**src/rtl/rv32_pkg.sv**
```systemverilog
`default_nettype none
// ============================================================================
// Module      : rv32_pkg
// Description : Shared RV32I fetch constants and fetch state encoding.
// Revision    : 1.0 - initial release
// ============================================================================
package rv32_pkg;

    localparam int                C_XLEN             = 32;
    localparam logic [C_XLEN-1:0] C_NOP_INSTR        = 32'h0000_0013;
    localparam logic [C_XLEN-1:0] C_DEFAULT_RESET_PC = 32'h0000_0000;

    typedef enum logic [1:0] {
        ST_BOOT = 2'd0,
        ST_RUN  = 2'd1,
        ST_HALT = 2'd2
    } fetch_state_e;

endpackage
`default_nettype wire

```
**src/rtl/fetch_ctrl_if.sv**
```systemverilog
`default_nettype none
// ============================================================================
// Module      : fetch_ctrl_if
// Description : Instruction-memory and IF/ID handshake bundle of the fetch stage.
// Revision    : 1.0 - initial release
// ============================================================================
interface fetch_ctrl_if;
    import rv32_pkg::*;

    logic [C_XLEN-1:0] imem_pc;
    logic [C_XLEN-1:0] imem_instr;
    logic              id_valid;
    logic              id_ready;
    logic [C_XLEN-1:0] id_pc;
    logic [C_XLEN-1:0] id_instr;

    modport master (
        output imem_pc,
        input  imem_instr,
        output id_valid,
        input  id_ready,
        output id_pc,
        output id_instr
    );

    modport slave (
        input  imem_pc,
        output imem_instr,
        input  id_valid,
        output id_ready,
        input  id_pc,
        input  id_instr
    );

endinterface
`default_nettype wire

```
**src/rtl/fetch_if_id_reg.sv**
```systemverilog
`default_nettype none
// ============================================================================
// Module      : fetch_if_id_reg
// Description : IF/ID valid/ready holding register with flush; NOP when empty.
// Revision    : 1.0 - initial release
// ============================================================================
module fetch_if_id_reg
    import rv32_pkg::*;
(
    input  wire                clk,
    input  wire                rst_n,
    input  wire                i_flush,
    input  wire                i_load,
    input  wire  [C_XLEN-1:0]  i_pc,
    input  wire  [C_XLEN-1:0]  i_instr,
    input  wire                i_ready,
    output logic               o_valid,
    output logic [C_XLEN-1:0]  o_pc,
    output logic [C_XLEN-1:0]  o_instr
);

    logic              valid_q, valid_d;
    logic [C_XLEN-1:0] pc_q, pc_d;
    logic [C_XLEN-1:0] instr_q, instr_d;

    always_comb begin
        valid_d = valid_q;
        pc_d    = pc_q;
        instr_d = instr_q;
        // Flush outranks a capture; an emptied entry always reads back as NOP.
        if (i_flush) begin
            valid_d = 1'b0;
            instr_d = C_NOP_INSTR;
        end else if (i_load) begin
            valid_d = 1'b1;
            pc_d    = i_pc;
            instr_d = i_instr;
        end else if (valid_q && i_ready) begin
            valid_d = 1'b0;
            instr_d = C_NOP_INSTR;
        end
    end

    always_ff @(posedge clk or negedge rst_n) begin
        if (!rst_n) begin
            valid_q <= 1'b0;
            pc_q    <= '0;
            instr_q <= C_NOP_INSTR;
        end else begin
            valid_q <= valid_d;
            pc_q    <= pc_d;
            instr_q <= instr_d;
        end
    end

    assign o_valid = valid_q;
    assign o_pc    = pc_q;
    assign o_instr = instr_q;

endmodule
`default_nettype wire

```
**src/rtl/fetch_ctrl.sv**
```systemverilog
`default_nettype none
// ============================================================================
// Module      : fetch_ctrl
// Description : RV32I fetch controller: PC, BOOT/RUN/HALT FSM, redirect/flush,
//               handshake counter. Define FETCH_MISALIGN_CHK_EN to halt and flag
//               misaligned redirects instead of silently aligning them.
// Revision    : 1.0 - initial release
// ============================================================================
module fetch_ctrl
    import rv32_pkg::*;
#(
    parameter logic [C_XLEN-1:0] RESET_PC = C_DEFAULT_RESET_PC
) (
    input  wire                clk,
    input  wire                rst_n,
    fetch_ctrl_if.master       bus,
    input  wire                redirect_valid,
    input  wire  [C_XLEN-1:0]  redirect_pc,
    input  wire                halt_req,
    input  wire                resume_req,
    output logic               halted,
    output logic               misalign_err,
    output logic [C_XLEN-1:0]  fetch_count
);

    fetch_state_e      state_q, state_d;
    logic [C_XLEN-1:0] pc_q, pc_d;
    logic [C_XLEN-1:0] fetch_count_q, fetch_count_d;
    logic              misalign_q, misalign_d;

    logic              w_redirect;
    logic              w_fire;
    logic              w_handshake;
    logic              w_misalign;
    logic [C_XLEN-1:0] w_redirect_tgt;

    assign w_redirect  = redirect_valid && (state_q != ST_BOOT);
    // A pending halt suppresses the capture on its own edge.
    assign w_fire      = (state_q == ST_RUN) && (!bus.id_valid || bus.id_ready)
                         && !redirect_valid && !halt_req;
    assign w_handshake = bus.id_valid && bus.id_ready;

`ifdef FETCH_MISALIGN_CHK_EN
    assign w_redirect_tgt = redirect_pc;
    assign w_misalign     = w_redirect && (redirect_pc[1:0] != 2'b00);
`else
    assign w_redirect_tgt = redirect_pc & ~32'h0000_0003;
    assign w_misalign     = 1'b0;
`endif

    always_comb begin
        state_d       = state_q;
        pc_d          = pc_q;
        fetch_count_d = fetch_count_q;
        misalign_d    = misalign_q;

        case (state_q)
            ST_BOOT: state_d = ST_RUN;
            ST_RUN:  if (halt_req) state_d = ST_HALT;
            ST_HALT: begin
                if (resume_req) begin
                    state_d    = ST_RUN;
                    misalign_d = 1'b0;
                end
            end
            default: state_d = ST_BOOT;
        endcase

        if (w_misalign) begin
            state_d    = ST_HALT;
            misalign_d = 1'b1;
        end

        if (w_redirect)  pc_d = w_redirect_tgt;
        else if (w_fire) pc_d = pc_q + 32'd4;

        if (w_handshake) fetch_count_d = fetch_count_q + 32'd1;
    end

    always_ff @(posedge clk or negedge rst_n) begin
        if (!rst_n) begin
            state_q       <= ST_BOOT;
            pc_q          <= RESET_PC;
            fetch_count_q <= '0;
            misalign_q    <= 1'b0;
        end else begin
            state_q       <= state_d;
            pc_q          <= pc_d;
            fetch_count_q <= fetch_count_d;
            misalign_q    <= misalign_d;
        end
    end

    fetch_if_id_reg u_if_id (
        .clk     (clk),
        .rst_n   (rst_n),
        .i_flush (w_redirect),
        .i_load  (w_fire),
        .i_pc    (pc_q),
        .i_instr (bus.imem_instr),
        .i_ready (bus.id_ready),
        .o_valid (bus.id_valid),
        .o_pc    (bus.id_pc),
        .o_instr (bus.id_instr)
    );

    assign bus.imem_pc   = pc_q;
    assign halted        = (state_q == ST_HALT);
    assign misalign_err  = misalign_q;
    assign fetch_count   = fetch_count_q;

endmodule
`default_nettype wire

```
**src/flat_wrapper.sv**
```systemverilog
// flat-port wrapper written by rule: the top's interface ports become plain ports
module fetch_ctrl_flat import rv32_pkg::*;
#(
    parameter logic [C_XLEN-1:0] RESET_PC = C_DEFAULT_RESET_PC
)
  (clk, rst_n, redirect_valid, redirect_pc, halt_req, resume_req, halted, misalign_err, fetch_count, bus_imem_pc, bus_imem_instr, bus_id_valid, bus_id_ready, bus_id_pc, bus_id_instr);
  fetch_ctrl_if bus_i ();
  input  wire clk;
  input  wire rst_n;
  input  wire redirect_valid;
  input  wire  [C_XLEN-1:0] redirect_pc;
  input  wire halt_req;
  input  wire resume_req;
  output logic halted;
  output logic misalign_err;
  output logic [C_XLEN-1:0] fetch_count;
  output wire logic [$bits(bus_i.imem_pc)-1:0] bus_imem_pc;
  input wire logic [$bits(bus_i.imem_instr)-1:0] bus_imem_instr;
  output wire logic [$bits(bus_i.id_valid)-1:0] bus_id_valid;
  input wire logic [$bits(bus_i.id_ready)-1:0] bus_id_ready;
  output wire logic [$bits(bus_i.id_pc)-1:0] bus_id_pc;
  output wire logic [$bits(bus_i.id_instr)-1:0] bus_id_instr;
  assign bus_imem_pc = bus_i.imem_pc;
  assign bus_i.imem_instr = bus_imem_instr;
  assign bus_id_valid = bus_i.id_valid;
  assign bus_i.id_ready = bus_id_ready;
  assign bus_id_pc = bus_i.id_pc;
  assign bus_id_instr = bus_i.id_instr;
  fetch_ctrl #(.RESET_PC(RESET_PC)) u_core (.clk(clk), .rst_n(rst_n), .bus(bus_i), .redirect_valid(redirect_valid), .redirect_pc(redirect_pc), .halt_req(halt_req), .resume_req(resume_req), .halted(halted), .misalign_err(misalign_err), .fetch_count(fetch_count));
endmodule
```
**config.mk**
```make
export PLATFORM = sky130hd
export DESIGN_NAME = fetch_ctrl_flat
export DESIGN_NICKNAME = d
export VERILOG_FILES = /design/src/rtl/rv32_pkg.sv /design/src/rtl/fetch_ctrl_if.sv /design/src/rtl/fetch_if_id_reg.sv /design/src/rtl/fetch_ctrl.sv /design/src/flat_wrapper.sv
export SDC_FILE = /design/constraint.sdc
export NUM_CORES = 1
export LEC_CHECK = 0
export CAP_MARGIN = 20
export CORE_AREA = 4 4 123 125
export DETAILED_ROUTE_END_ITERATION = 8
export DIE_AREA = 0 0 127 129
export PLACE_DENSITY = 0.76
export SETUP_SLACK_MARGIN = 0.02
export SYNTH_ARGS = -nofsm -noshare
export SYNTH_HDL_FRONTEND = slang
export SYNTH_SLANG_ARGS = --single-unit
```
**constraint.sdc**
```tcl
create_clock -name clk -period 1.89 [get_ports clk]
set_input_delay 0.378 -clock clk [delete_from_list [all_inputs] [get_ports clk]]
set_output_delay 0.378 -clock clk [all_outputs]
set_load 0.005 [all_outputs]
```
# Word-level counts from Yosys, hierarchy flattened
# Cells that the tools add are included.
op_classes:
  n_addsub: 2
  eq_ne: 4
  n_mux: 11
  bitwise_logic: 1
  reduce_logical: 15
ops:
  columns: ["cell", "count"]
  rows:
  - ["2-to-1 mux 32 bit", 5]
  - ["adder 32 x 1 -> 32 bit (second input constant)", 1]
  - ["adder 32 x 3 -> 32 bit (second input constant)", 1]
  - ["case mux 2 bit (3 select lines)", 1]
  - ["logical AND 1 bit", 5]
  - ["2-to-1 mux 2 bit", 2]
  - ["inequality test 2 bit (second input constant)", 2]
  - ["AND reduction 2 bit", 2]
  - ["nonzero test 2 bit", 2]
  - ["logical NOT 1 bit", 3]
  - ["2-to-1 mux 1 bit", 3]
  - ["nonzero test 3 bit", 1]
  - ["equality test 2 x 1 -> 1 bit (second input constant)", 1]
  - ["equality test 2 bit (second input constant)", 1]
  - ["logical NOT 2 bit", 1]
  - ["logical OR 1 bit", 1]
  - ["inverter 1 bit", 1]
word_totals:
  ff_bits: 131
  input_bits: 70
  out_inout_bits: 131
  word_cells: 39

# Longest topological paths before layout
# Gate-level depths: netlist of run 1.
depth:
  ltp_word: 7
  ltp_mapped: 7
  mapped_depth_nobuf: 6

# Modules after synthesis
# From an unflattened synthesis of run 1, not the netlist that was laid out.
unflattened:
  cells_unflattened: 564
  area_unflattened_um2: 6135.9
by_module_without_submodules:
  columns: ["module", "instances", "cells_per_inst", "area_each_um2", "seq_area_each_um2"]
  rows:
  - ["fetch_ctrl", 1, 347, 3333.2, 1601.5]
  - ["fetch_if_id_reg", 1, 217, 2802.7, 1630.3]

# Least setup slack after synthesis of run 1
# No wires, ideal clock.
synth_timing:
  path_kind: "reg2reg"
  start: "register u_core.pc_q[2], in the netlist u_core.bus.imem_pc[2]"
  end: "register u_core.pc_q[16], in the netlist u_core.bus.imem_pc[16]"
  arrival_ps: 1971
  path_slack_ps: -148
  path_stages_with_launch: 8
  path_buffers: 1
  synth_period_minus_slack_ps: 2038
  cell_sequence: "dfrtp_1 ha_1 nand3_1 or4_1 buf_2 or4_1 o21ai_1 a221o_1"
synth_via:
  elab_chain_cells: 3
synth_lines:
  columns: ["element", "line", "source"]
  rows:
  - ["start, declared", "fetch_ctrl.sv:27", "logic [C_XLEN-1:0] pc_q, pc_d;"]
  - ["start signal, assigned", "fetch_ctrl.sv:88", "pc_q <= pc_d;"]
  - ["adder 32 x 3 -> 32 bit", "fetch_ctrl.sv:75", "else if (w_fire) pc_d = pc_q + 32'd4;"]
  - ["2-to-1 mux 32 bit", "fetch_ctrl.sv:75", null]
  - ["2-to-1 mux 32 bit", "fetch_ctrl.sv:74", "if (w_redirect) pc_d = w_redirect_tgt;"]
# No other way between the ends. The select of a mux whose other input is x is not followed.
# A chain may end at the register's enable or synchronous reset.

# Worst setup path after layout of run 1
layout_timing:
  start: "register u_core.pc_q[2], in the netlist u_core.bus.imem_pc[2]"
  end: "register u_core.pc_q[27], in the netlist u_core.bus.imem_pc[27]"
# The elaborated chain is that of the path after synthesis.

==> impl_metrics.json, run 1 <==
{
  "hold_violations": 0,
  "min_from": "u_core.u_if_id.o_pc[23]",
  "outcome": "finished, violations left",
  "postSynthCellCount": 546,
  "worstSetupStartpointType": "flip-flop",
  "max_cap_viol_count": 0,
  "post_synth_xor_area_fraction": 0.0513,
  "cts_num_sinks": 127,
  "global_route_total_usage_across_every_layer": 0.215,
  "startpoint_of_the_worst_register_to_register_path": "u_core.bus.imem_pc[2]",
  "design.core.area_sq_mm": 0.0139,
  "cts-root-buf": "clkbuf_16",
  "setup_total_negative_slack_ps": -9.32,
  "timing.critical_path.cells": "buf_6 > nand4_1 > buf_4 > nor2_1 > buf_4 > and4b_1 > mux2i_1 > a221o_1",
  "nNetsFinal": 895,
  "fin_crit_sh": 1.00,
  "grt_max_degree": 52,
  "timing.hold.worst_path_depth": 2,
  "wirelength_um": 17600,
  "timing.critical_path.from": "u_core.bus.imem_pc[2]",
  "antenna_cells_inserted": 0,
  "violated_checks": "setup timing",
  "layout_setup_ws_ps": -5.08,
  "port-buffer-count": 193,
  "synth_fa_ha_area_frac": 0.00444,
  "main_combinational_cell_family_by_area_after_synthesis": "simple AND/OR/NAND/NOR gates",
  "critical_path_arrival_ps": 2180,
  "path_clk_slew_ps": 60,
  "compound_gate_portion_of_the_synthesized_area": 0.131,
  "power_frac_clock": 0.252,
  "p_int_w": 0.00854,
  "synth.area.mux_share": 0.00555,
  "ys_types": 57,
  "cts-root-to-sink-buffers": 2,
  "clock_insertion_delay_worst_skew_ps": 410,
  "critPathSlowestCell": "dfrtp_1",
  "floorplan.die_area_sq_mm": 0.0164,
  "syn_to_final_growth_pct": 60.9,
  "grt_antenna_before_repair": 0,
  "ant_nets": 0,
  "p_sw_w": 0.00399,
  "main_area_contributors_after_synthesis": "dfrtp_1 55%, nand2_1 8.9%, a22o_1 4.5%",
  "final_max_slew_viols": 0,
  "vias": 5434,
  "ff2ff_setup_slack_ps": -5,
  "netlist_area_sq_mm": 0.00564,
  "unrepaired_setup_endpoints_after_global_routing": "yes",
  "critical_path.most_common_cell": "buf_4",
  "crit_fanout": 8,
  "critical_path_required_ps": 2170,
  "drt_iter0_drc": 335,
  "simple_gate_area_share_of_the_yosys_netlist": 0.211,
  "swShare": 0.319,
  "p_comb_frac": 0.398,
  "post_route_cells_drive_above_1_share": 0.193,
  "fin_crit_ps": 1900,
  "yosys_most_used_dff": "dfrtp_1",
  "h_tree_depth": 4,
  "grt_pass1_wl_um": 28200,
  "timing_worst_setup_path_type": "flip-flop to flip-flop",
  "boundaryPins": 201,
  "setup_viol_count_final": 2,
  "postSynthRegisterBits": 127,
  "yosys_warnings": 0,
  "std_cell_rows": 43,
  "pwr_density_cell_mw_per_mm2": 1380,
  "grt_pass1_vias": 5636,
  "r2r-end": "u_core.bus.imem_pc[27]",
  "p_leak_nw": 4.11,
  "drt-wirelength-per-cell_um": 17.3,
  "synth.top_cell.area_share": 0.550,
  "synth_top_cell_by_area": "dfrtp_1",
  "routed_via_density": 5.35,
  "die_height_um": 129,
  "place.detailed.hpwl_um": 12700,
  "die-width_um": 127,
  "initial_utilization": 0.406,
  "fin_total_pwr_w": 0.0125,
  "drc_errors": 0,
  "min_delay_worst_endpoint": "u_core.u_if_id.o_pc[23]",
  "cp-end-kind": "flip-flop",
  "synthesis.area_per_instance_sq_um": 10.3,
  "gp_congestion": 0.884,
  "skew_ps": 8.15,
  "tritoncts": "built",
  "critPathMaxStageDelay_ps": 410,
  "timing.fmax_mhz": 528,
  "synth-seq-area-share": 0.564,
  "vdd.ir_drop.worst_mv": 0.681,
  "rr_worst_depth": 8,
  "count_of_flip_flops_with_a_built_in_enable_after_synthesis": 0,
  "async_flop_share": 1.00,
  "numCtsBuffers": 17,
  "sequentialPowerShare": 0.350,
  "hold_path_class": "flip-flop to flip-flop",
  "grt.overflow.total": 0,
  "drt_pre_antenna_iters": 4
}
## how the worst max path moves through the flow
stage,endpoint,slack (ps),cells past startpoint
after detailed placement,u_core.bus.imem_pc[28],-400,8
after global placement,u_core.bus.imem_pc[28],-350,8
after floorplan,u_core.bus.imem_pc[16],-120,7
after global routing,u_core.bus.imem_pc[16],-110,6
final,u_core.bus.imem_pc[27],-5,8
after CTS,u_core.bus.imem_pc[16],-20,6
## metrics by stage
stage / hold slack, ps / cells / instance area, sq um / util / setup WS, ps
2_1_floorplan: 82.4 / 550 / 5670 / - / -115
3_3_place_gp: 346 / 973 / 8310 / 0.598 / -354
3_5_place_dp: 351 / 973 / 8310 / 0.598 / -402
4_1_cts: 480 / 1010 / 8960 / 0.645 / -15.8
5_1_grt: 495 / 1015 / 9070 / 0.654 / -109
6_report: 473 / 1015 / 9070 / 0.654 / -5.08
## synth_stat cells (all sizes together) (4+ instances only)
cell    count
a221o       9
o21ai      21
nand3      30
nand2     134
or4         7
nor4        5
a21oi       9
and4        6
dfrtp     124
xnor2      20
xor2       13
buf        14
o311ai     11
nand4       9
nor2       21
and3       10
nand2b      4
a22o       29
clkbuf     17
nor3        7
## routing by layer
| metal | part of all wire | wire length (um) | vias to the layer above | track usage |
|---|---|---|---|---|
| met5 | 0 | 0 | - | 0 |
| met4 | 0.024 | 421 | 0 | 0.0820 |
| met3 | 0.069 | 1210 | 42 | 0.0619 |
| met2 | 0.50 | 8860 | 229 | 0.365 |
| met1 | 0.40 | 7090 | 2672 | 0.260 |
| li1 | - | - | 2491 | - |
## final cells by class
cell class	count	area (sq um)
Clock buffer	21	460
Clock inverter	10	114
Fill cell	1075	4810
Inverter	2	7.51
Multi-Input combinational cell	389	2400
Sequential cell	127	3190
Tap cell	180	225
Timing Repair Buffer	286	2680
## cell usage in the layout, fill, tap and decap left out, types with 5 or more instances in the layout
master           Yosys  final
buf_4                5     87
nand2_1            134    132
clkbuf_16            0     17
nand4_1              9      9
nor2_2               1      6
a21oi_1              9      8
and3_1              10     10
xnor2_1             20     20
o21ai_0             18     18
dfrtp_2              0      7
clkdlybuf4s50_1      0    187
and4_1               5      5
a22o_1              29     29
nand3_1             28     26
nor2_1              20     15
xor2_1              13     13
dfrtp_1            124    117
nor3_1               5      5
a221o_1              9      9
conb_1               1      5
## state kept, by name, indices dropped and copies added (netlist names)
| name | cells |
|---|---|
| u_core.bus.imem_pc | 30 |
| u_core.u_if_id.o_valid | 1 |
| u_core.u_if_id.o_pc | 30 |
| u_core.fetch_count | 32 |
| u_core.u_if_id.o_instr | 32 |
| u_core.state_q | 2 |
## power groups by stage
stage,sequential [W],combinational (W),clock [W]
after detailed placement,0.00436,0.00483,0
after CTS,0.00435,0.00493,0.00320
after global placement,0.00432,0.00468,0
after floorplan,0.00447,0.00149,0
final,0.00438,0.00499,0.00316
after global routing,0.00451,0.00539,0.00334
## cell families after synthesis
logic type / after synthesis
and+or+nand+nor: 248
DFF: 127
AOI/OAI and AO/OA: 98
buffers and inverters: 34
xor gates and xnor gates: 33
muxes: 3
adders and majority gates: 2
other: 1
## timing repair
item / in CTS / in global routing
pin swaps: 3 / 4
setup endpoints to repair: 14 / 56
hold buffers: 1 / 0
hold endpoints to repair: 44 / 0
resized for setup: 10 / 28
setup buffers: 5 / 5
gates cloned: 0 / 0
## worst max-delay path, delay by kind of cell (launching register included)
family,cells,cell delay (ps)
compound gates,1,260
buf+inv,3,520
flops,1,410
mux,1,80
simple gates,3,500
Note: power is estimated with default switching activity, not from simulation.
==> run 2: changes to the inputs <==
--- a/config.mk
+++ b/config.mk
@@ -6,10 +6,12 @@
 export NUM_CORES = 1
 export LEC_CHECK = 0
 export CAP_MARGIN = 20
-export CORE_AREA = 4 4 123 125
+export CELL_PAD_IN_SITES_DETAIL_PLACEMENT = 1
+export CELL_PAD_IN_SITES_GLOBAL_PLACEMENT = 2
+export CORE_AREA = 4 4 145 147
 export DETAILED_ROUTE_END_ITERATION = 8
-export DIE_AREA = 0 0 127 129
-export PLACE_DENSITY = 0.76
+export DIE_AREA = 0 0 149 151
+export PLACE_DENSITY = 0.84
 export SETUP_SLACK_MARGIN = 0.02
 export SYNTH_ARGS = -nofsm -noshare
 export SYNTH_HDL_FRONTEND = slang
==> constraint.sdc (replaced) <==
create_clock -name clk -period 2.3 [get_ports clk]
set_input_delay 0.46 -clock clk [delete_from_list [all_inputs] [get_ports clk]]
set_output_delay 0.46 -clock clk [all_outputs]
set_load 0.005 [all_outputs]
==> run 2 against run 1 <==
The run now ends clean. Largest cell class unchanged. Setup slack gained 150 ps. Register-to-register slack improved by 150 ps. Clock-buffer cell count grew 2. Power is 18% lower. Worst hold slack worse by 4.7 ps. Sequential cell count did not move. Global-route usage fell by 4.1 points. Clock skew barely moved. Combinational power fell by 27%. Via count shrank 4.2%. Cell count is 4.8% higher. Critical path depth down 2.
==> impl_metrics.json, run 2 (same netlist as run 1, synthesis figures left out) <==
{
  "outcome": "complete, no violations",
  "wirelength_um": 19400,
  "pwr_density_cell_mw_per_mm2": 1170,
  "unrepaired_setup_endpoints_after_global_routing": "no",
  "grt_pass1_wl_um": 31000,
  "clock_insertion_delay_worst_skew_ps": 410,
  "crit_family": "simple AND/OR/NAND/NOR gates",
  "design.core.area_sq_mm": 0.0199,
  "crit_fanout": 6,
  "die_height_um": 151,
  "tightestPinTransition_ps": 499,
  "cp-end-kind": "flip-flop",
  "ant_nets": 0,
  "final_cell_mix": "192 x clkdlybuf4s50_1, 134 x nand2_1, 124 x dfrtp_1",
  "grt.overflow.total": 0,
  "die-width_um": 149,
  "std_cell_rows": 52,
  "grt_max_degree": 68,
  "finalCoreUtilization": 0.445,
  "timing.fmax_mhz": 463,
  "timing.critical_path.cells": "ha_1 > nand3_1 > or4_1 > or4_1 > o21ai_1 > a221o_1",
  "hold_ws_ps": 469,
  "path_clk_slew_ps": 60,
  "p_leak_nw": 3.90,
  "grt_pass1_vias": 5729,
  "cts-root-to-sink-buffers": 2,
  "fillers": 2210,
  "skew_ps": 8.27,
  "antenna_cells_inserted": 0,
  "post_route_cells_drive_above_1_share": 0.121,
  "setup_viol_count_final": 0,
  "fin_crit_sh": 0.938,
  "cts_num_sinks": 127,
  "floorplan.die_area_sq_mm": 0.0225,
  "vias": 5205,
  "h_tree_depth": 4,
  "numCtsBuffers": 17,
  "post-cts-setup-buffer-count": 0,
  "vdd.ir_drop.worst_mv": 0.561,
  "place.detailed.hpwl_um": 14300,
  "tritoncts": "built",
  "global_route_total_usage_across_every_layer": 0.174,
  "hold_violations": 0,
  "dpl_worst_slack_ps": -190,
  "drc_errors": 0,
  "layout_setup_ws_ps": 142,
  "fin_crit_ps": 2160,
  "critical_path_required_ps": 2650,
  "hold_path_class": "flip-flop to flip-flop",
  "boundaryPins": 201,
  "drt-wirelength-per-cell_um": 18.3,
  "nNetsFinal": 853,
  "max_cap_viol_count": 0,
  "mostFrequentLayoutCell": "clkdlybuf4s50_1",
  "worstPathBufferInverterCount": 0,
  "max_slew_headroom": 0.666,
  "syn_to_final_growth_pct": 57.2,
  "critPathMaxStageDelay_ps": 630,
  "drt_iter0_drc": 186,
  "fin_total_pwr_w": 0.0103,
  "grt_antenna_before_repair": 1,
  "port-buffer-count": 193,
  "final_max_slew_viols": 0,
  "initial_utilization": 0.283,
  "timing_worst_setup_path_type": "flip-flop to flip-flop",
  "critPathSlowestCell": "or4_1",
  "worstSetupStartpointType": "flip-flop",
  "critical_path_arrival_ps": 2500,
  "cts-root-buf": "clkbuf_16",
  "drt_pre_antenna_iters": 4,
  "gp_congestion": 0.799,
  "routed_via_density": 4.89,
  "critical_path.most_common_cell": "or4_1"
}
## run 2: path summary, 6_finish.rpt
path                                          from                        end  slack [ps]  cells after the start
min                        u_core.u_if_id.o_pc[21]    u_core.u_if_id.o_pc[21]         470                      2
max reg2reg                  u_core.bus.imem_pc[3]     u_core.bus.imem_pc[16]         140                      6
max in group asynchronous                    rst_n  u_core.u_if_id.o_instr[1]        1030                      3
min reg2reg                u_core.u_if_id.o_pc[21]    u_core.u_if_id.o_pc[21]         470                      2
min in group asynchronous                    rst_n    u_core.u_if_id.o_pc[19]         500                      2
max                          u_core.bus.imem_pc[3]     u_core.bus.imem_pc[16]         140                      6
## run 2: worst reg2reg max path, stage by stage, from the launching register on
cell and delay [ps]:
dfrtp_1 360, ha_1 220, nand3_1 150, or4_1 630, or4_1 520, o21ai_1 90, a221o_1 120
## run 2: stage by stage
step / area, sq um / cells / TNS [ps]
CTS: 8860 / 1064 / 0
global placement: 8200 / 1031 / -5480
detailed placement: 8200 / 1031 / -6300
finish: 8860 / 1064 / 0
global route: 8860 / 1064 / 0
floorplan: 5650 / 550 / 0
## run 2: report_power, final
group	leakage, nW	switching (W)	internal, W	total (W)
Clock	0.315	0.00101	0.00196	0.00297
Sequential	1.65	0.000729	0.00297	0.00370
Combinational	1.93	0.00152	0.00214	0.00366
## run 2: layer usage
metal  global-route usage  share of wire  vias to the layer above
met2                0.285           0.48                      165
met5                    0        0.00041                        -
li1                     -              -                     2411
met3               0.0580          0.072                       34
met1                0.215           0.42                     2593
met4               0.0641          0.025                        2
## run 2: final cells by class
cell class,count,area [sq um],share of cell area
Clock buffer,23,498,0.0562
Clock inverter,9,154,0.0174
Inverter,2,7.51,0.000847
Multi-Input combinational cell,389,2300,0.260
Sequential cell,127,3180,0.359
Tap cell,270,338,0.0381
Timing Repair Buffer,244,2380,0.269
## run 2: repair_timing
item,4_1_cts,5_1_grt
hold endpoints to repair,27,0
hold buffers,1,0
setup endpoints to repair,0,2
gates resized for setup,0,1
==> run 3: changes to the inputs <==
--- a/config.mk
+++ b/config.mk
@@ -5,12 +5,13 @@
 export SDC_FILE = /design/constraint.sdc
 export NUM_CORES = 1
 export LEC_CHECK = 0
-export CAP_MARGIN = 20
 export CELL_PAD_IN_SITES_DETAIL_PLACEMENT = 1
 export CELL_PAD_IN_SITES_GLOBAL_PLACEMENT = 2
 export CORE_AREA = 4 4 145 147
+export CTS_CLUSTER_DIAMETER = 60
 export DETAILED_ROUTE_END_ITERATION = 8
 export DIE_AREA = 0 0 149 151
+export GPL_ROUTABILITY_DRIVEN = 0
 export PLACE_DENSITY = 0.84
 export SETUP_SLACK_MARGIN = 0.02
 export SYNTH_ARGS = -nofsm -noshare
==> results of run 3 <==
Final layout, timing and power as in run 2 (identical DEF).
